<file path="config.mk">
export PLATFORM = sky130hd
export DESIGN_NAME = piso_tx
export DESIGN_NICKNAME = d
export VERILOG_FILES = /design/src/rtl/piso_pkg.sv /design/src/rtl/piso_bit_cnt.sv /design/src/rtl/piso_tx.sv
export SDC_FILE = /design/constraint.sdc
export NUM_CORES = 1
export LEC_CHECK = 0
export ABC_AREA = 1
export BUFFER_PORTS_ARGS = -buffer_cell sky130_fd_sc_hd__buf_2
export CAP_MARGIN = 15
export CORE_ASPECT_RATIO = 0.6
export CORE_MARGIN = 5
export CORE_UTILIZATION = 31
export CTS_CLUSTER_DIAMETER = 30
export DETAILED_ROUTE_END_ITERATION = 10
export PLACE_DENSITY_LB_ADDON = 0.1
export REMOVE_ABC_BUFFERS = 1
export SETUP_SLACK_MARGIN = 0.3
export SYNTH_ARGS = -nofsm -noshare
export SYNTH_HDL_FRONTEND = slang
export SYNTH_SLANG_ARGS = --single-unit
</file>
<file path="constraint.sdc">
create_clock -name clk -period 3.85 [get_ports clk]
set_clock_uncertainty 0.05 [all_clocks]
set_input_delay 0.385 -clock clk [delete_from_list [all_inputs] [get_ports clk]]
set_output_delay 0.385 -clock clk [all_outputs]
set_load 0.1 [all_outputs]
</file>
<file path="src/rtl/piso_pkg.sv">
// Shared types and sizing helpers for the parallel-in/serial-out transmitter.
package piso_pkg;

   typedef enum logic {IDLE = 1'b0, SHIFT = 1'b1} state_e;

   function automatic int cnt_w(input int width);
      return (width < 2) ? 1 : $clog2(width);
   endfunction

endpackage

</file>
<file path="src/rtl/piso_bit_cnt.sv">
// Beat counter for one word: clear on load/finish, step on each serial beat,
// saturates at WIDTH-1 and flags it as terminal count.
module piso_bit_cnt
   import piso_pkg::*;
#(
   parameter int WIDTH = 8
) (
   input  logic                      clk,
   input  logic                      rst_n,
   input  logic                      clr_i,
   input  logic                      en_i,
   output logic [cnt_w(WIDTH)-1:0]   cnt_o,
   output logic                      tc_o
);

   localparam int CW = cnt_w(WIDTH);
   localparam logic [CW-1:0] LAST = CW'(WIDTH - 1);

   logic [CW-1:0] cnt_q, cnt_d;

   always_comb begin
      cnt_d = cnt_q;
      if (clr_i)
         cnt_d = '0;
      else if (en_i && (cnt_q != LAST))
         cnt_d = cnt_q + 1'b1;
   end

   always_ff @(posedge clk or negedge rst_n) begin
      if (!rst_n) cnt_q <= '0;
      else        cnt_q <= cnt_d;
   end

   assign cnt_o = cnt_q;
   assign tc_o  = (cnt_q == LAST);

endmodule

</file>
<file path="src/rtl/piso_tx.sv">
// Parallel-in serial-out transmitter with valid/ready on both sides and
// zero-gap reload when the next word is offered on the last beat.
module piso_tx
   import piso_pkg::*;
#(
   parameter int WIDTH     = 8,
   parameter bit LSB_FIRST = 1'b1
) (
   input  logic             clk,
   input  logic             rst_n,
   input  logic             in_valid,
   output logic             in_ready,
   input  logic [WIDTH-1:0] in_data,
   output logic             ser_valid,
   input  logic             ser_ready,
   output logic             ser_data,
   output logic             ser_first,
   output logic             ser_last,
   output logic             busy
);

   state_e                  state_q;
   logic [WIDTH-1:0]        sreg_q, sreg_d;
   logic                    vld_q;
   logic [cnt_w(WIDTH)-1:0] cnt;
   logic                    tc;
   logic                    accept, beat;

   assign beat     = vld_q && ser_ready;
   assign in_ready = (state_q == IDLE) || (tc && ser_ready);
   assign accept   = in_valid && in_ready;

   // The outgoing bit always sits at the end of the register, so ser_data is a flop.
   assign sreg_d = LSB_FIRST ? {1'b0, sreg_q[WIDTH-1:1]} : {sreg_q[WIDTH-2:0], 1'b0};

   always_ff @(posedge clk or negedge rst_n) begin
      if (!rst_n) begin
         state_q <= IDLE;
         sreg_q  <= '0;
         vld_q   <= 1'b0;
      end else begin
         case (state_q)
            IDLE: begin
               if (accept) begin
                  sreg_q  <= in_data;
                  state_q <= SHIFT;
                  vld_q   <= 1'b1;
               end
            end
            SHIFT: begin
               if (beat) begin
                  if (tc && accept) begin
                     sreg_q <= in_data;
                  end else begin
                     sreg_q <= sreg_d;
                     if (tc) begin
                        state_q <= IDLE;
                        vld_q   <= 1'b0;
                     end
                  end
               end
            end
            default: begin
               state_q <= IDLE;
               vld_q   <= 1'b0;
            end
         endcase
      end
   end

   piso_bit_cnt #(.WIDTH(WIDTH)) u_cnt (
      .clk   (clk),
      .rst_n (rst_n),
      .clr_i (accept || (beat && tc)),
      .en_i  (beat),
      .cnt_o (cnt),
      .tc_o  (tc)
   );

   assign ser_valid = vld_q;
   assign busy      = vld_q;
   assign ser_data  = LSB_FIRST ? sreg_q[0] : sreg_q[WIDTH-1];
   assign ser_first = vld_q && (cnt == '0);
   assign ser_last  = vld_q && tc;

endmodule

</file>
==> results.ini <==
[setup_path]
crit_path_frequent_cell=ha_1
worstSetupEndpointType=output pin
crit_required_ns=3.41
crit_chain=ha_1 -> ha_1 -> nand2_1 -> nand2_2 -> buf_2
slowest_delay_ns=0.43
start_kind=register
critPathKind=register to output pin
cp_data_arrival_time_ns=1.59
worstPathMaxFanout=4
critPathSlowestCell=buf_2

[cells_and_area]
design_area_sq_um=936
finalNonFillerCells=155
syn_to_final_growth_pct=20.8
final_common_cell=nand2_1
fin_nets=139
layout_common_cells=nand2_1 (32), inv_1 (19), buf_2 (17), nand3_1 (16), dfrtp_1 (13)
drive_above_1_share=0.220
diodes=0

[clocking]
cts_buffers=3
cts_tree=yes
htreeDepth=1
clkTransAtPathRegs_ns=0.06
numClockSinks=13
clockBufferDepth=2
insertion_delay_ns=0.25
cts_setup_buffers=0
cts_root_buf=clkbuf_8

[grt]
grt_usage=0.102
grt_pass1_wl_mm=2.78
antenna_found_initial=0
grt_pass1_vias=565
grt_max_degree=14
grt_overflow=0

[pwr]
p_leak_nw=0.547
powerDensity_mw_per_mm2=700
vdd_drop_max_mv=0.233

[floorplan]
num_rows=14
core_region_area_sq_mm=0.00245
dieArea_sq_mm=0.00363
start_util=0.316
num_io_pins=18
die_w_microns=74.5
die_y_microns=48.7

[placement]
postPlaceCellArea_sq_um=881
gp_congestion=0.771
dp.cells=150
hpwl_mm=1.22
port_buffers=17

[detailed_routing]
drtPass1Iterations=4
num_vias=654
post_drt_wl_per_cell_microns=10.7
drt_iter0_drc=34
drt_wl_total_mm=1.65
drc_errors=0
antenna_left=0
via_per_inst=4.22

[timing]
min_period_ns=2.03
hold_viol=0
max_slew_margin=0.677
rsz0062_at_grt=no
tightest_slew_ns=0.487
tns_ns=0
fmax_mhz=493
finalCritPeriodShare=0.527
drv_slew=0
setup_violations=0

[logic_synthesis]
synth_edf_count=0
ys_seq_area_frac=0.420
synth-seq-cells=13
netlist_instances=103
yosysTopAreaCell=dfrtp_1
avgSynthCellArea_sq_um=7.52
ys_warn_count=0
yosys.area.top_type_share=0.420
netlist_area_sq_um=774
async_reset_ff_frac=1.00
synth_ff_type=dfrtp_1
synth.area.top_cells=dfrtp_1 (42%), nand2_1 (16%), nand3_1 (10%)
ys_types=17

[status]
status=complete, no violations

[flow_run]
maxCapViolations=0

[hold_path]
hold_class=input port to register

## synthesized netlist by cell type (2+ instances only)
master / instances
inv_1: 19
nand3_1: 16
nand2_4: 2
nand4_1: 3
dfrtp_1: 13
nand2_2: 2
nor2_1: 4
o21ai_1: 2
nand2_1: 32
ha_1: 3
## state kept, by name (all words and copies together) (netlist names)
| register | count |
|---|---|
| busy | 1 |
| sreg_q | 8 |
| u_cnt.cnt_o | 3 |
| state_q | 1 |
## path summary, 6_finish.rpt
check / start / end / slack (ns) / cells past startpoint
setup / recovery: u_cnt.cnt_o[0] / in_ready / 1.82 / 5
hold / removal: in_data[7] / sreg_q[7] / 0.34 / 3
setup reg to reg: u_cnt.cnt_o[0] / u_cnt.cnt_o[1] / 2.39 / 7
hold reg to reg: sreg_q[0] / sreg_q[0] / 0.43 / 2
max in group asynchronous: rst_n / u_cnt.cnt_o[1] / 3.00 / 2
min in group asynchronous: rst_n / sreg_q[0] / 0.51 / 2
## critical path, delay by kind of cell, from the launching register on
kind | cells | cell delay (ns)
fa+ha+maj | 2 | 0.39
flops | 1 | 0.35
buf+inv | 1 | 0.43
simple gates | 2 | 0.17
## layer usage
layer  share of wire  vias up  global-route usage
met4           0.016        0              0.0444
met5               0        -                   0
met1            0.54      272               0.162
met3           0.084        5              0.0558
met2            0.35       20               0.103
li1                -      357                   -
## repair_timing
item / in CTS / in global routing
hold buffers: 1 / 0
setup endpoints to repair: 0 / 0
hold endpoints to repair: 13 / 0
gates resized for setup: 0 / 0
## through the flow
| step | setup WS, ns | total power, mW | hold WS, ns | util |
|---|---|---|---|---|
| 2_1_floorplan | 0.415 | 0.473 | 0.0394 | - |
| 3_3_place_gp | 2.08 | 0.533 | 0.250 | 0.359 |
| 3_5_place_dp | 2.08 | 0.532 | 0.252 | 0.359 |
| 4_1_cts | 1.80 | 0.663 | 0.329 | 0.382 |
| 5_1_grt | 1.72 | 0.704 | 0.392 | 0.382 |
| 6_report | 1.82 | 0.655 | 0.340 | 0.382 |
## where the power goes
group / leakage [nW] / switching (mW) / internal, mW / total, mW
registers: 0.168 / 0.0342 / 0.184 / 0.218
logic: 0.356 / 0.238 / 0.0737 / 0.311
clock network: 0.0228 / 0.0524 / 0.0733 / 0.126
## cell type report
cell class                      instances  area, sq um
Fill cell                             262         1520
Multi-Input combinational cell         67          349
Sequential cell                        13          325
Timing Repair Buffer                   18         95.1
Inverter                               21         81.3
Clock buffer                            4         45.0
Tap cell                               32         40.0
## kinds of logic after synthesis
group / after synthesis / synth area share
compound gates: 3 / 0.0194
buf+inv: 23 / 0.129
flops: 13 / 0.420
simple gates: 61 / 0.383
fa+ha+maj: 3 / 0.0485
Power figures use the tool's default switching activity.
